File: src/rtl/seq_alu_pkg.sv
// rtl/seq_alu_pkg.sv - opcode and FSM state types shared by the sequential ALU
package seq_alu_pkg;

  typedef enum logic [1:0] {
    OP_ADD = 2'b00,
    OP_SUB = 2'b01,
    OP_MUL = 2'b10,
    OP_DIV = 2'b11
  } op_e;

  typedef enum logic [1:0] {
    S_IDLE = 2'b00,
    S_BUSY = 2'b01,
    S_DONE = 2'b10
  } state_e;

endpackage

File: src/rtl/seq_alu_div.sv
// rtl/seq_alu_div.sv - iterative restoring divider, one quotient bit per cycle
// quotient/remainder reflect the step being taken this cycle; they are final while done is high.
module seq_alu_div #(
  parameter int WIDTH = 8
) (
  input  logic             clk,
  input  logic             rst,
  input  logic             start,
  input  logic [WIDTH-1:0] dividend,
  input  logic [WIDTH-1:0] divisor,
  output logic             done,
  output logic [WIDTH-1:0] quotient,
  output logic [WIDTH-1:0] remainder
);

  localparam int CW = (WIDTH > 2) ? $clog2(WIDTH) : 1;

  logic [WIDTH-1:0] rem, quo, dvs;
  logic [WIDTH-1:0] rem_n, quo_n;
  logic [WIDTH:0]   shifted, trial;
  logic [CW-1:0]    cnt;
  logic             busy;

  // A clear top bit of trial means the shifted remainder covers the divisor.
  always_comb begin
    shifted = {rem, quo[WIDTH-1]};
    trial   = shifted - {1'b0, dvs};
    if (!trial[WIDTH]) begin
      rem_n = trial[WIDTH-1:0];
      quo_n = {quo[WIDTH-2:0], 1'b1};
    end else begin
      rem_n = shifted[WIDTH-1:0];
      quo_n = {quo[WIDTH-2:0], 1'b0};
    end
  end

  assign done      = busy && (cnt == CW'(WIDTH - 1));
  assign quotient  = quo_n;
  assign remainder = rem_n;

  always_ff @(posedge clk) begin
    if (rst) begin
      busy <= 1'b0;
      cnt  <= '0;
      rem  <= '0;
      quo  <= '0;
      dvs  <= '0;
    end else if (start) begin
      busy <= 1'b1;
      cnt  <= '0;
      rem  <= '0;
      quo  <= dividend;
      dvs  <= divisor;
    end else if (busy) begin
      rem <= rem_n;
      quo <= quo_n;
      cnt <= cnt + CW'(1);
      if (done) busy <= 1'b0;
    end
  end

endmodule

File: src/rtl/seq_alu.sv
// rtl/seq_alu.sv - handshaked ADD/SUB/MUL/DIV unit with IDLE/BUSY/DONE FSM
// SEQ_ALU_DIV_EN builds the iterative divider; without it DIV reports div_zero with out=0.
module seq_alu
  import seq_alu_pkg::*;
#(
  parameter int WIDTH = 8
) (
  input  logic               clk,
  input  logic               rst,
  input  logic               in_valid,
  output logic               in_ready,
  input  logic [WIDTH-1:0]   in1,
  input  logic [WIDTH-1:0]   in2,
  input  logic [1:0]         opcode,
  output logic [2*WIDTH-1:0] out,
  output logic               out_valid,
  input  logic               out_ready,
  output logic               div_zero
);

  state_e             state, state_n;
  op_e                op;
  logic [2*WIDTH-1:0] out_r, alu_res;
  logic               dz_r, alu_dz;
  logic               accept, go_busy, div_done;
  logic [WIDTH-1:0]   div_q, div_r;

  assign op        = op_e'(opcode);
  assign in_ready  = (state == S_IDLE) || (state == S_DONE && out_ready);
  assign accept    = in_valid && in_ready;
  assign out_valid = (state == S_DONE);
  assign out       = out_r;
  assign div_zero  = dz_r;

`ifdef SEQ_ALU_DIV_EN
  assign go_busy = (op == OP_DIV) && (in2 != '0);

  seq_alu_div #(.WIDTH(WIDTH)) u_div (
    .clk       (clk),
    .rst       (rst),
    .start     (accept && go_busy),
    .dividend  (in1),
    .divisor   (in2),
    .done      (div_done),
    .quotient  (div_q),
    .remainder (div_r)
  );
`else
  assign go_busy  = 1'b0;
  assign div_done = 1'b0;
  assign div_q    = '0;
  assign div_r    = '0;
`endif

  // Single-cycle results; for DIV this is the divide-by-zero (or divider-less) outcome.
  always_comb begin
    alu_res = '0;
    alu_dz  = 1'b0;
    case (op)
      OP_ADD: alu_res = {{WIDTH{1'b0}}, in1} + {{WIDTH{1'b0}}, in2};
      OP_SUB: alu_res = {{WIDTH{1'b0}}, in1} - {{WIDTH{1'b0}}, in2};
      OP_MUL: alu_res = {{WIDTH{1'b0}}, in1} * {{WIDTH{1'b0}}, in2};
      OP_DIV: begin
        alu_dz = 1'b1;
`ifdef SEQ_ALU_DIV_EN
        alu_res = {in1, {WIDTH{1'b1}}};
`else
        alu_res = '0;
`endif
      end
      default: alu_res = '0;
    endcase
  end

  always_comb begin
    state_n = state;
    case (state)
      S_IDLE: if (accept) state_n = go_busy ? S_BUSY : S_DONE;
      S_BUSY: if (div_done) state_n = S_DONE;
      S_DONE: begin
        if (accept)         state_n = go_busy ? S_BUSY : S_DONE;
        else if (out_ready) state_n = S_IDLE;
      end
      default: state_n = S_IDLE;
    endcase
  end

  always_ff @(posedge clk) begin
    if (rst) begin
      state <= S_IDLE;
      out_r <= '0;
      dz_r  <= 1'b0;
    end else begin
      state <= state_n;
      if (accept && !go_busy) begin
        out_r <= alu_res;
        dz_r  <= alu_dz;
      end else if (state == S_BUSY && div_done) begin
        out_r <= {div_r, div_q};
        dz_r  <= 1'b0;
      end
    end
  end

endmodule

File: config.mk
export PLATFORM = sky130hd
export DESIGN_NAME = seq_alu
export DESIGN_NICKNAME = d
export VERILOG_FILES = /design/src/rtl/seq_alu_pkg.sv /design/src/rtl/seq_alu_div.sv /design/src/rtl/seq_alu.sv
export SDC_FILE = /design/constraint.sdc
export NUM_CORES = 1
export LEC_CHECK = 0
export ABC_AREA = 1
export BUFFER_PORTS_ARGS = -buffer_cell sky130_fd_sc_hd__buf_2
export CAP_MARGIN = 20
export CORE_MARGIN = 2
export CORE_UTILIZATION = 30
export DETAILED_ROUTE_END_ITERATION = 10
export HOLD_SLACK_MARGIN = 0.03
export PLACE_DENSITY = 0.54
export SLEW_MARGIN = 15
export SYNTH_ARGS = -nofsm -noshare
export SYNTH_HDL_FRONTEND = slang
export SYNTH_SLANG_ARGS = --single-unit
File: constraint.sdc
create_clock -name clk -period 6 [get_ports clk]
set_input_delay 0.9 -clock clk [delete_from_list [all_inputs] [get_ports clk]]
set_output_delay 0.9 -clock clk [all_outputs]
set_load 0.1 [all_outputs]
Word-level counts from Yosys, hierarchy flattened

Index checks and enable logic that the tools add are counted.
W data, S select, Z words.

Add/sub/neg operators: 2
Multiply operators: 1
Equal/unequal tests: 7
Muxes and demuxes: 6
Bitwise operators: 1
Reduce and logical (&&, ||, !) cells: 6

Operators with widths:

| cell                 | count |
|---|---|
| $pmux W16 S4         | 1 |
| $mul A8 B8 Y16       | 1 |
| $add A8 B8 Y9        | 1 |
| $sub A8 B8 Y9        | 1 |
| $eq A2 B2 Y1 const B | 3 |
| $mux W2              | 3 |
| $pmux W2 S3          | 1 |
| $eq A2 B1 Y1 const B | 2 |
| $logic_not A2 Y1     | 2 |
| $ne A3 B1 Y1 const B | 1 |
| $reduce_and A3 Y1    | 1 |
| $logic_and A1 B1 Y1  | 2 |
| $ne A2 B2 Y1 const B | 1 |
| $logic_or A1 B1 Y1   | 1 |
| $mux W1              | 1 |
| $not A1 Y1           | 1 |

Bits in registers: 19
Word-level logic and storage cells: 26

Longest topological paths before layout

Depth in word-level cells: 6
Depth in mapped cells: 23

Worst setup path after synthesis

No wires, ideal clock.

Path type: input to register
Start point: in in1[0]
End point: reg out_r[10], in the netlist out[10]
Setup time: 0.069 ns
Arrival time: 4.517 ns
Required time: 5.931 ns
Setup slack: 1.414 ns
Stages: 19
Cell sequence: clkbuf_1 -> nand2_1 -> fa_1 -> fa_1 -> inv_1 -> fa_1 -> inv_1 -> fa_1 -> inv_1 -> ha_1 -> a21oi_2 -> nor2_1 -> nor2_1 -> nand2_1 -> nand2_1 -> nand2_1 -> o21ai_2 -> nand2_1 -> a21oi_2

Longest elaborated chain between the ends: 2
Elaborated cells on any way between the ends: 3
Classes of those cells: add/sub: 1; mul: 1; mux: 1

RTL lines:

| what                                            | RTL line                     | source |
|---|---|---|
| start: declaration                              | seq_alu.sv:12                | `input logic [WIDTH-1:0] in1,` |
| $mul A8 B8 Y16 or $sub A8 B8 Y9 (tied branches) | seq_alu.sv:62, seq_alu.sv:61 |  |
| $pmux W16 S4 (*)                                | seq_alu.sv:59                | `case (op)` |
| end signal: assignment                          | seq_alu.sv:96                | `out_r <= alu_res;` |
| end signal: assignment                          | seq_alu.sv:99                | `out_r <= {div_r, div_q};` |
| end: declaration                                | seq_alu.sv:23                | `logic [2*WIDTH-1:0] out_r, alu_res;` |

Every way passes the cells marked *; elsewhere a longest branch is shown, timed or not.
A chain may end at the register's enable or synchronous reset.

Worst setup path after layout

Start point: in in2[7]
End point: reg out_r[14], in the netlist out[14]

Longest elaborated chain between the ends: 2
Elaborated cells on any way between the ends: 3
Classes of those cells: add/sub: 1; mul: 1; mux: 1

RTL lines:

| what                                            | RTL line                     | source |
|---|---|---|
| start: declaration                              | seq_alu.sv:13                | `input logic [WIDTH-1:0] in2,` |
| $mul A8 B8 Y16 or $sub A8 B8 Y9 (tied branches) | seq_alu.sv:62, seq_alu.sv:61 |  |
| $pmux W16 S4 (*)                                | seq_alu.sv:59                |  |

Marks and branches as above.

==> metrics.cfg <==
[outcome]
run_status=complete, no violations

[setup_path]
worst_ep_arrival_time_ns=4.75
r2r_slack_ns=4.18
cp-endpoint=out[14]$_SDFFE_PP0P_
rr_worst_depth=6
required_ns=6.18
critPathLaunchType=primary input
r2r-end=out[0]$_SDFFE_PP0P_
crit_fanout=9
critPathKind=primary input to flop
worstSetupStartpoint=in2[7]
r2r-start=state[1]$_SDFFE_PP0P_
end_kind=flop

[sta]
relSlewSlack_pct=59.7
fin_crit_ns=4.57
timing.setup.tns_ns=0
clock_skew_ns=0.000945
setup_viol=0
worstMarginPinSlew_ns=0.604
finalMaxSlewViolations=0
hold_viol=0
min_period_over_period_pct=76.2
max_freq_ghz=0.219
worst_slack_ns=1.43
rsz0062_at_grt=false

[synthesis]
yosys.area.top_type=fa_1
synthMuxAreaShare_pct=0
netlist_instances=589
synth_most_common_cell=nand2_1
synth_fp_nets=701
yosysUniqueCellTypes=33
syn_avg_cell_area_um2=6.61
synth_top_cell_area_share_pct=19.5
synthAdderAreaFrac_pct=36.2
synth_edf_count=0
synth_area_leaders=fa_1 (20%), ha_1 (17%), nand2_1 (16%), inv_1 (14%), dfxtp_1 (9.3%)
ys_top_cells_by_count=nand2_1 (161), inv_1 (145), ha_1 (52), fa_1 (38), nand3_1 (34)
synth_compound_area_share_pct=9.86
yosysSeqAreaShare_pct=9.25
synth-async-reset-ratio_pct=0
ys.flop_type=dfxtp_1
netlist_area_mm2=0.00389
synth-xor-area-share_pct=0.450
synth_top_family_by_area=adder cells
synth_simple_gate_area_share_pct=27.4
yosysWarnings=0
ys_ff_latch=18

[placement]
gp_congestion=0.848
portBuffers=40
dpl_worst_slack_ns=1.17
dpl.hpwl_mm=8.33

[cts]
clkLatencyLatePin_ns=0.25
cts_buffer_depth=2
path_clk_slew_ns=0.05
cts_tree=built
cts_buffers=3
cts_setup_buffers=0
root_buffer=clkbuf_16
htree_levels=1
cts_resized=0
cts_hold_buf=0
clock-sinks=18

[cells_and_area]
area_growth_pct=10.6
drive_above_1_share_pct=12.4
num-nets-final=727
diodes=0

[power_and_ir_drop]
ir_drop_v=0.000147
p_per_area_mw_per_mm2=252
finalPower_mw=1.09
power_leakage_nw=2.62

[route]
initialDrtViolationCount=175
vias_per_cell=4.63
drc_errors=0
drt_first_pass_iters=7
num_vias=3636
wl_per_cell_um=12.7
totalWireLength_mm=10.0
ant_nets=0

[grt]
antenna_found_initial=0
grt_pass1_vias=3713
grtUsageTotal_pct=15.2
grt_max_degree=22
grt_pass1_wl_mm=17.7
grt-ovfl-total=0

[run]
drv_cap=0

[floorplanning]
fp.dieW_um=118
ioPinCount=41
die_y_um=118
initial_core_util_pct=30.7
die-area_mm2=0.0139
core_area_mm2=0.0127
rows=41

[hold_path]
hp-class=flop to flop

-- routing by layer --
layer / up-vias / wire length (um) / global-route usage [%]
met5: - / 0 / 0
met4: 0 / 41 / 1.05
met3: 4 / 347 / 1.21
met2: 73 / 4820 / 27.5
met1: 1724 / 4790 / 20.7
li1: 1835 / - / -
-- cells by family after synthesis --
logic type      count (synthesis)
simple gates                  245
flops                          18
compound gates                 65
buf+inv                       169
xor+xnor                        2
fa+ha+maj                      90
-- how the worst min path moves through the flow --
stage	cells after the start	slack [ns]	to	startpoint
5_1_grt	2	0.48	out[12]$_SDFFE_PP0P_	out[12]$_SDFFE_PP0P_
2_1_floorplan	2	0.94	out[6]$_SDFFE_PP0P_	out[6]$_SDFFE_PP0P_
3_3_place_gp	2	0.46	out[9]$_SDFFE_PP0P_	out[9]$_SDFFE_PP0P_
3_5_place_dp	2	0.47	out[12]$_SDFFE_PP0P_	out[12]$_SDFFE_PP0P_
4_1_cts	2	0.47	out[12]$_SDFFE_PP0P_	out[12]$_SDFFE_PP0P_
6_report	2	0.47	out[12]$_SDFFE_PP0P_	out[12]$_SDFFE_PP0P_
-- area by class of cell --
type | instances | area, um^2
fillers | 1426 | 8360
multi-input cells | 402 | 2880
inverters | 150 | 563
flip-flops and latches | 18 | 360
well taps | 172 | 215
repair buffers | 40 | 200
clock buffers | 4 | 88.8
-- stage by stage --
| stage | util (%) | std cells | hold slack [ns] | cell area, um^2 |
|---|---|---|---|---|
| floorplan | - | 589 | 0.936 | 3890 |
| global placement | 33.3 | 782 | 0.462 | 4220 |
| detailed placement | 33.3 | 782 | 0.465 | 4220 |
| CTS | 34.0 | 786 | 0.474 | 4310 |
| global route | 34.0 | 786 | 0.484 | 4310 |
| finish | 34.0 | 786 | 0.470 | 4310 |
-- cells in the final DEF, fill, tap and decap left out --
| cell type | instances |
|---|---|
| nand2_1 | 161 |
| dfxtp_1 | 18 |
| a31oi_1 | 3 |
| nor2_1 | 21 |
| xor2_1 | 2 |
| or2_2 | 2 |
| nor2_2 | 2 |
| nand3b_1 | 3 |
| nand2_4 | 1 |
| buf_2 | 40 |
| inv_1 | 145 |
| o21ai_0 | 15 |
| clkbuf_8 | 1 |
| nand3_1 | 34 |
| nand4_1 | 8 |
| o211ai_1 | 2 |
| nand3_2 | 3 |
| o21ai_2 | 2 |
| nor2_4 | 3 |
| inv_2 | 5 |
| clkbuf_16 | 3 |
| nor3_1 | 1 |
| o21ai_1 | 8 |
| a21oi_1 | 23 |
| fa_1 | 38 |
| a21oi_2 | 10 |
| a21boi_0 | 1 |
| ha_1 | 52 |
| a21boi_1 | 1 |
| or2_1 | 2 |
| nand2_2 | 4 |
-- state kept, by name, summed over array words and instances, names as in the netlist --
register  count
state         1
out          16
div_zero      1
-- worst max-delay path: stages --
cell and delay (ns):
buf_2 0.22, nand2_1 0.11, fa_1 0.51, fa_1 0.54, inv_1 0.05, fa_1 0.52
inv_1 0.05, fa_1 0.53, inv_1 0.04, ha_1 0.35, a21oi_2 0.21, nor2_1 0.06
nor2_1 0.09, nand2_1 0.10, nand2_1 0.10, nand2_1 0.05, nand2_1 0.06, nand3_1 0.10
a21oi_1 0.15
-- report_power, final --
group	switching (mW)	leakage [nW]	internal, mW
sequential	0.00577	0.148	0.132
clock	0.0465	0.0442	0.101
combinational	0.536	2.43	0.263
No activity file was read; power rests on OpenSTA's default activity.
